===== config.mk =====
export PLATFORM = sky130hd
export DESIGN_NAME = conv_encoder_tx
export DESIGN_NICKNAME = d
export VERILOG_FILES = /design/src/rtl/vd_pkg.sv /design/src/rtl/conv_branch_parity.sv /design/src/rtl/conv_encoder_tx.sv
export SDC_FILE = /design/constraint.sdc
export NUM_CORES = 1
export LEC_CHECK = 0
export CAP_MARGIN = 20
export CORE_AREA = 2 2 39 41
export CTS_CLUSTER_DIAMETER = 150
export DETAILED_ROUTE_END_ITERATION = 8
export DIE_AREA = 0 0 41 43
export GPL_TIMING_DRIVEN = 0
export SLEW_MARGIN = 0
export SYNTH_ARGS = -nofsm -noshare
export SYNTH_HDL_FRONTEND = slang
export SYNTH_SLANG_ARGS = --single-unit

===== constraint.sdc =====
create_clock -name i_clk -period 1.45 [get_ports i_clk]
set_input_delay 0.3625 -clock i_clk [delete_from_list [all_inputs] [get_ports i_clk]]
set_output_delay 0.3625 -clock i_clk [all_outputs]
set_load 0.1 [all_outputs]

===== src/rtl/vd_pkg.sv =====
// Shared constants and types for the convolutional encoder / Viterbi decoder chain.
package vd_pkg;

    localparam int unsigned CONV_K      = 3;
    localparam int unsigned CONV_SR_W   = CONV_K - 1;
    localparam int unsigned CONV_TAIL_W = $clog2(CONV_K);

    // Generators; bit K-1 taps the current input bit.
    localparam logic [CONV_K-1:0] CONV_G0 = 3'b111;
    localparam logic [CONV_K-1:0] CONV_G1 = 3'b101;

    typedef enum logic [1:0] {
        S_IDLE = 2'd0,
        S_DATA = 2'd1,
        S_TAIL = 2'd2
    } enc_state_e;

    // {c0 (G0 parity), c1 (G1 parity)}
    typedef logic [1:0] code_sym_t;

endpackage


===== src/rtl/conv_branch_parity.sv =====
// Combinational branch parity {c0, c1} for one trellis step; shared with the decoder BMU.
module conv_branch_parity
    import vd_pkg::*;
#(
    parameter int unsigned       K  = CONV_K,
    parameter logic [K-1:0]      G0 = CONV_G0,
    parameter logic [K-1:0]      G1 = CONV_G1
) (
    input  logic           u,
    input  logic [K-2:0]   sr,
    output code_sym_t      sym_c
);

    logic [K-1:0] w;

    // Window: current bit on top, newest history bit just below it.
    assign w     = {u, sr};
    assign sym_c = {^(w & G0), ^(w & G1)};

endmodule


===== src/rtl/conv_encoder_tx.sv =====
// Rate-1/2 convolutional encoder with per-frame zero tail and a single registered output slot.
module conv_encoder_tx
    import vd_pkg::*;
#(
    parameter int unsigned   K  = CONV_K,
    parameter logic [K-1:0]  G0 = CONV_G0,
    parameter logic [K-1:0]  G1 = CONV_G1
) (
    input  logic        i_clk,
    input  logic        i_rst_n,
    input  logic        i_data_valid,
    input  logic        i_data_bit,
    input  logic        i_data_last,
    output logic        o_data_ready,
    output logic        o_code_valid,
    output logic [1:0]  o_code_bits,
    output logic        o_code_last,
    input  logic        i_code_ready,
    output logic        o_busy
);

    localparam int unsigned SR_W   = K - 1;
    localparam int unsigned TAIL_W = $clog2(K);

    enc_state_e        state_q, state_d;
    logic [SR_W-1:0]   sr_q, sr_d;
    logic [TAIL_W-1:0] tail_q, tail_d;
    logic              valid_d;
    code_sym_t         bits_d;
    logic              last_d;
    logic              run_q;
    logic              slot_free;
    logic              accept;
    logic              enc_u;
    code_sym_t         enc_sym;

    // Handshake terms; run_q keeps ready low while reset is held.
    assign slot_free    = ~o_code_valid | i_code_ready;
    assign o_data_ready = run_q & ((state_q == S_IDLE) | (state_q == S_DATA)) & slot_free;
    assign accept       = i_data_valid & o_data_ready;
    assign o_busy       = (state_q != S_IDLE) | o_code_valid;

    // Tail steps flush zeros through the register.
    assign enc_u = (state_q == S_TAIL) ? 1'b0 : i_data_bit;

    conv_branch_parity #(
        .K  (K),
        .G0 (G0),
        .G1 (G1)
    ) u_parity (
        .u     (enc_u),
        .sr    (sr_q),
        .sym_c (enc_sym)
    );

    // Ready is only presented once reset has been released for a cycle.
    always_ff @(posedge i_clk or negedge i_rst_n) begin
        if (!i_rst_n) begin
            run_q <= 1'b0;
        end else begin
            run_q <= 1'b1;
        end
    end

    // State, shift register, tail counter and output slot registers.
    always_ff @(posedge i_clk or negedge i_rst_n) begin
        if (!i_rst_n) begin
            state_q      <= S_IDLE;
            sr_q         <= '0;
            tail_q       <= '0;
            o_code_valid <= 1'b0;
            o_code_bits  <= '0;
            o_code_last  <= 1'b0;
        end else begin
            state_q      <= state_d;
            sr_q         <= sr_d;
            tail_q       <= tail_d;
            o_code_valid <= valid_d;
            o_code_bits  <= bits_d;
            o_code_last  <= last_d;
        end
    end

    // Next-state and slot loading; nothing moves while the slot is stalled.
    always_comb begin
        state_d = state_q;
        sr_d    = sr_q;
        tail_d  = tail_q;
        valid_d = o_code_valid & ~i_code_ready;
        bits_d  = o_code_bits;
        last_d  = o_code_last;

        case (state_q)
            S_IDLE, S_DATA: begin
                if (accept) begin
                    valid_d = 1'b1;
                    bits_d  = enc_sym;
                    last_d  = 1'b0;
                    sr_d    = {i_data_bit, sr_q[SR_W-1:1]};
                    tail_d  = '0;
                    state_d = i_data_last ? S_TAIL : S_DATA;
                end
            end
            S_TAIL: begin
                if (slot_free) begin
                    valid_d = 1'b1;
                    bits_d  = enc_sym;
                    last_d  = 1'b0;
                    sr_d    = {1'b0, sr_q[SR_W-1:1]};
                    tail_d  = tail_q + TAIL_W'(1);
                    if (tail_q == TAIL_W'(K - 2)) begin
                        last_d  = 1'b1;
                        tail_d  = '0;
                        state_d = S_IDLE;
                    end
                end
            end
            default: begin
                state_d = S_IDLE;
            end
        endcase
    end

endmodule

==> impl_results.md <==
- CTS Hold Bufs: 0
- Final ANT Viol Nets: 0
- CP max stage delay: 480 ps
- Share of flip-flops with an asynchronous set or reset: between 90% and 100%
- # IOs: 12
- Via-to-Cell Ratio: ~4.7
- CP endpoint kind: output pin
- DP HPWL: a little over 600 um
- Final Wtd Congestion: between 0.6 and 0.7
- Status: finished with violations
- Post-route DRC: 0
- Setup CP Type: flop to output pin
- Maxcap violations: 0
- Top delay family on crit path: flip-flops
- M1 GR Usage: about 18%
- First-pass GRT wire length: between 1000 and 1500 um
- Worst-path cell chain: nor2b_4 -> nor3b_4 -> buf_12
- Worst Hold Class: input port to asynchronous set/reset pin
- Mean Syn Cell Area: 12.2 um^2
- Fmax achieved: 595 MHz
- Vias in the first global route: ~340
- Worst-path clk slew: ~60 ps
- Post-route minimum period: between 1500 and 2000 ps
- Dpl ws: -1250 ps
- Die Ht: 43 um
- Arr. time, crit path: ~1300 ps
- Post-synthesis cell type count: 21
- Clock root cell: clkbuf_4
- Fin crit share: 116%
- CTS H-tree depth: 1
- Initial antenna violation count: 0
- Clk Latency, worst-skew pair: 260 ps
- Layout fillers: about 130
- First-pass DRT Iterations: 3
- Layout Nets: 68
- Seq/Total Area, Yosys: a little over half
- Num Clock Sinks: 11
- Antenna Cells: 0
- Primary FF master, synth: dfrtp_1
- IO Port Bufs: 11
- Final Hold Viols: 0
- WL/cell: ~12 um
- Failing checks: setup timing
- Flop2flop setup slack: -100 ps
- Clk buf depth: 2
- Setup Viol. Count Final: 7
- Yosys warning count: 0
- Commonest non-fill, non-tap cell in the layout: dfrtp_1
- CTS tree: done
- Fin worst setup slack: -232 ps
- Number of enable flip-flop cells after synthesis: 0
- Most Crowded Layer GR: met1
- Non-Filler Instances: 77
- Syn nets: 47
- Largest net degree at the start of global routing: 12
- RSZ-0062 raised after global routing: yes
- Met2 Use GR: between 15 and 20%
- Syn Inst Count: 41
- Setup crit start kind: flop
- Synth-to-layout area growth: 44.9%
- Vias after detailed routing: ~370
- Worst Path Required: ~1100 ps
- Buf+Inv Stages, Crit Path: 1
- Synthesized flop and latch total: 11
- Fin. max-slew vios: 0
- Mapped cell area: ~500 um^2
- DRT Wirelength: 894 um
- Met3 Track Usage GR: a little under a tenth
- Share of cells above drive strength 1: approximately two fifths
- Detailed Route Iter0 Violations: 5
- Gr usage total: 13.3%
- Row Count: 14
- Core Util, Final: 52.5%
- Total CTS buffers: 3
- Most frequent cells in the layout: dfrtp_1, nand2_1, clkbuf_4, buf_2, clkdlybuf4s50_1
- DIE AREA: 1760 um^2
- Initial Utilization: 36.3%
- Total gr overflow: 0
- Core Area: between 1000 and 1500 um^2
- Worst slew margin: approximately two thirds
- Die X-Extent: approximately 41 um
- Clock Skews: approximately 0.89 ps
- Worst Max-Slew Pin Slew: approximately 500 ps
- Post-Place Cells: between 60 and 70
- Crit-path slowest cell: dfrtp_4
- CP Max Fanout: 3
-- layout make-up --
cell class	instances	area [um^2]	area share (%)
sequential	11	280	38.6
timing repair buffer	16	150	20.7
clock buffer	4	26.3	3.61
buffer	1	11.3	1.55
tap	16	20.0	2.75
multi-input combinational	28	235	32.4
inverter	1	3.75	0.516
-- state kept, by name (all words and copies together) (netlist names) --
register      flops
o_code_bits       2
sr_q              2
state_q           2
tail_q            2
o_code_last       1
o_code_valid      1
run_q             1
-- worst reg2reg max path, stage by stage (launching register included) --
cell	delay [ps]
dfrtp_4	480
nor2b_4	140
buf_4	130
buf_6	110
a21o_1	170
buf_6	130
mux2_4	290
-- metal layers --
| layer | up-vias | part of all wire, % |
|---|---|---|
| met5 | - | 0 |
| met4 | 0 | 1.2 |
| met3 | 2 | 7.0 |
| met2 | 9 | 45 |
| met1 | 172 | 47 |
| li1 | 182 | - |
-- cells in the mapped netlist (2+ instances only) --
library cell  instances  area, um^2
dfrtp_1              11         275
mux2_4                3        45.0
nand2_1               4        15.0
nand3b_1              2        15.0
nor3b_1               2        15.0
o21ai_0               4        20.0
-- worst paths after layout --
kind	start	to	cells after the start
worst max-delay path	o_code_valid$_DFF_PN0_	o_data_ready	3
worst max register to register	o_code_valid$_DFF_PN0_	sr_q[1]$_DFFE_PN0P_	6
max in group asynchronous	i_rst_n	o_code_valid$_DFF_PN0_	1
worst min register to register	o_code_bits[0]$_DFFE_PN0P_	o_code_bits[0]$_DFFE_PN0P_	2
worst min-delay path	i_rst_n	o_code_last$_DFFE_PN0P_	1
min in group i_clk	o_code_bits[0]$_DFFE_PN0P_	o_code_bits[0]$_DFFE_PN0P_	2
-- repair_timing --
item	in CTS	in global routing
pin swaps	2	2
setup endpoints to repair	6	8
gates resized for setup	41	6
buffers inserted	3	1
gates cloned	0	1
-- per-stage QoR --
stage	setup TNS, ps	hold slack (ps)	area [um^2]
floorplan	-2810	66.9	520
global placement	-4960	466	651
detailed placement	-4990	477	651
CTS	-508	438	703
global route	-1090	454	727
finish	-725	434	727
-- cells by family (layout without fill, tap and decap cells) --
family / Yosys count / count (layout) / synth area share (%)
xor gates and xnor gates: 2 / 2 / 6.23
other: 1 / 1 / 0.747
muxes: 3 / 3 / 8.98
and+or+nand+nor: 15 / 15 / 18.2
buffers and inverters: 2 / 22 / 2.99
AOI/OAI and AO/OA: 7 / 7 / 7.98
DFF: 11 / 11 / 54.9
Power is left out: the tool's default activity adds up to more than one toggle a clock period on the data nets, which glitch-free logic cannot reach.
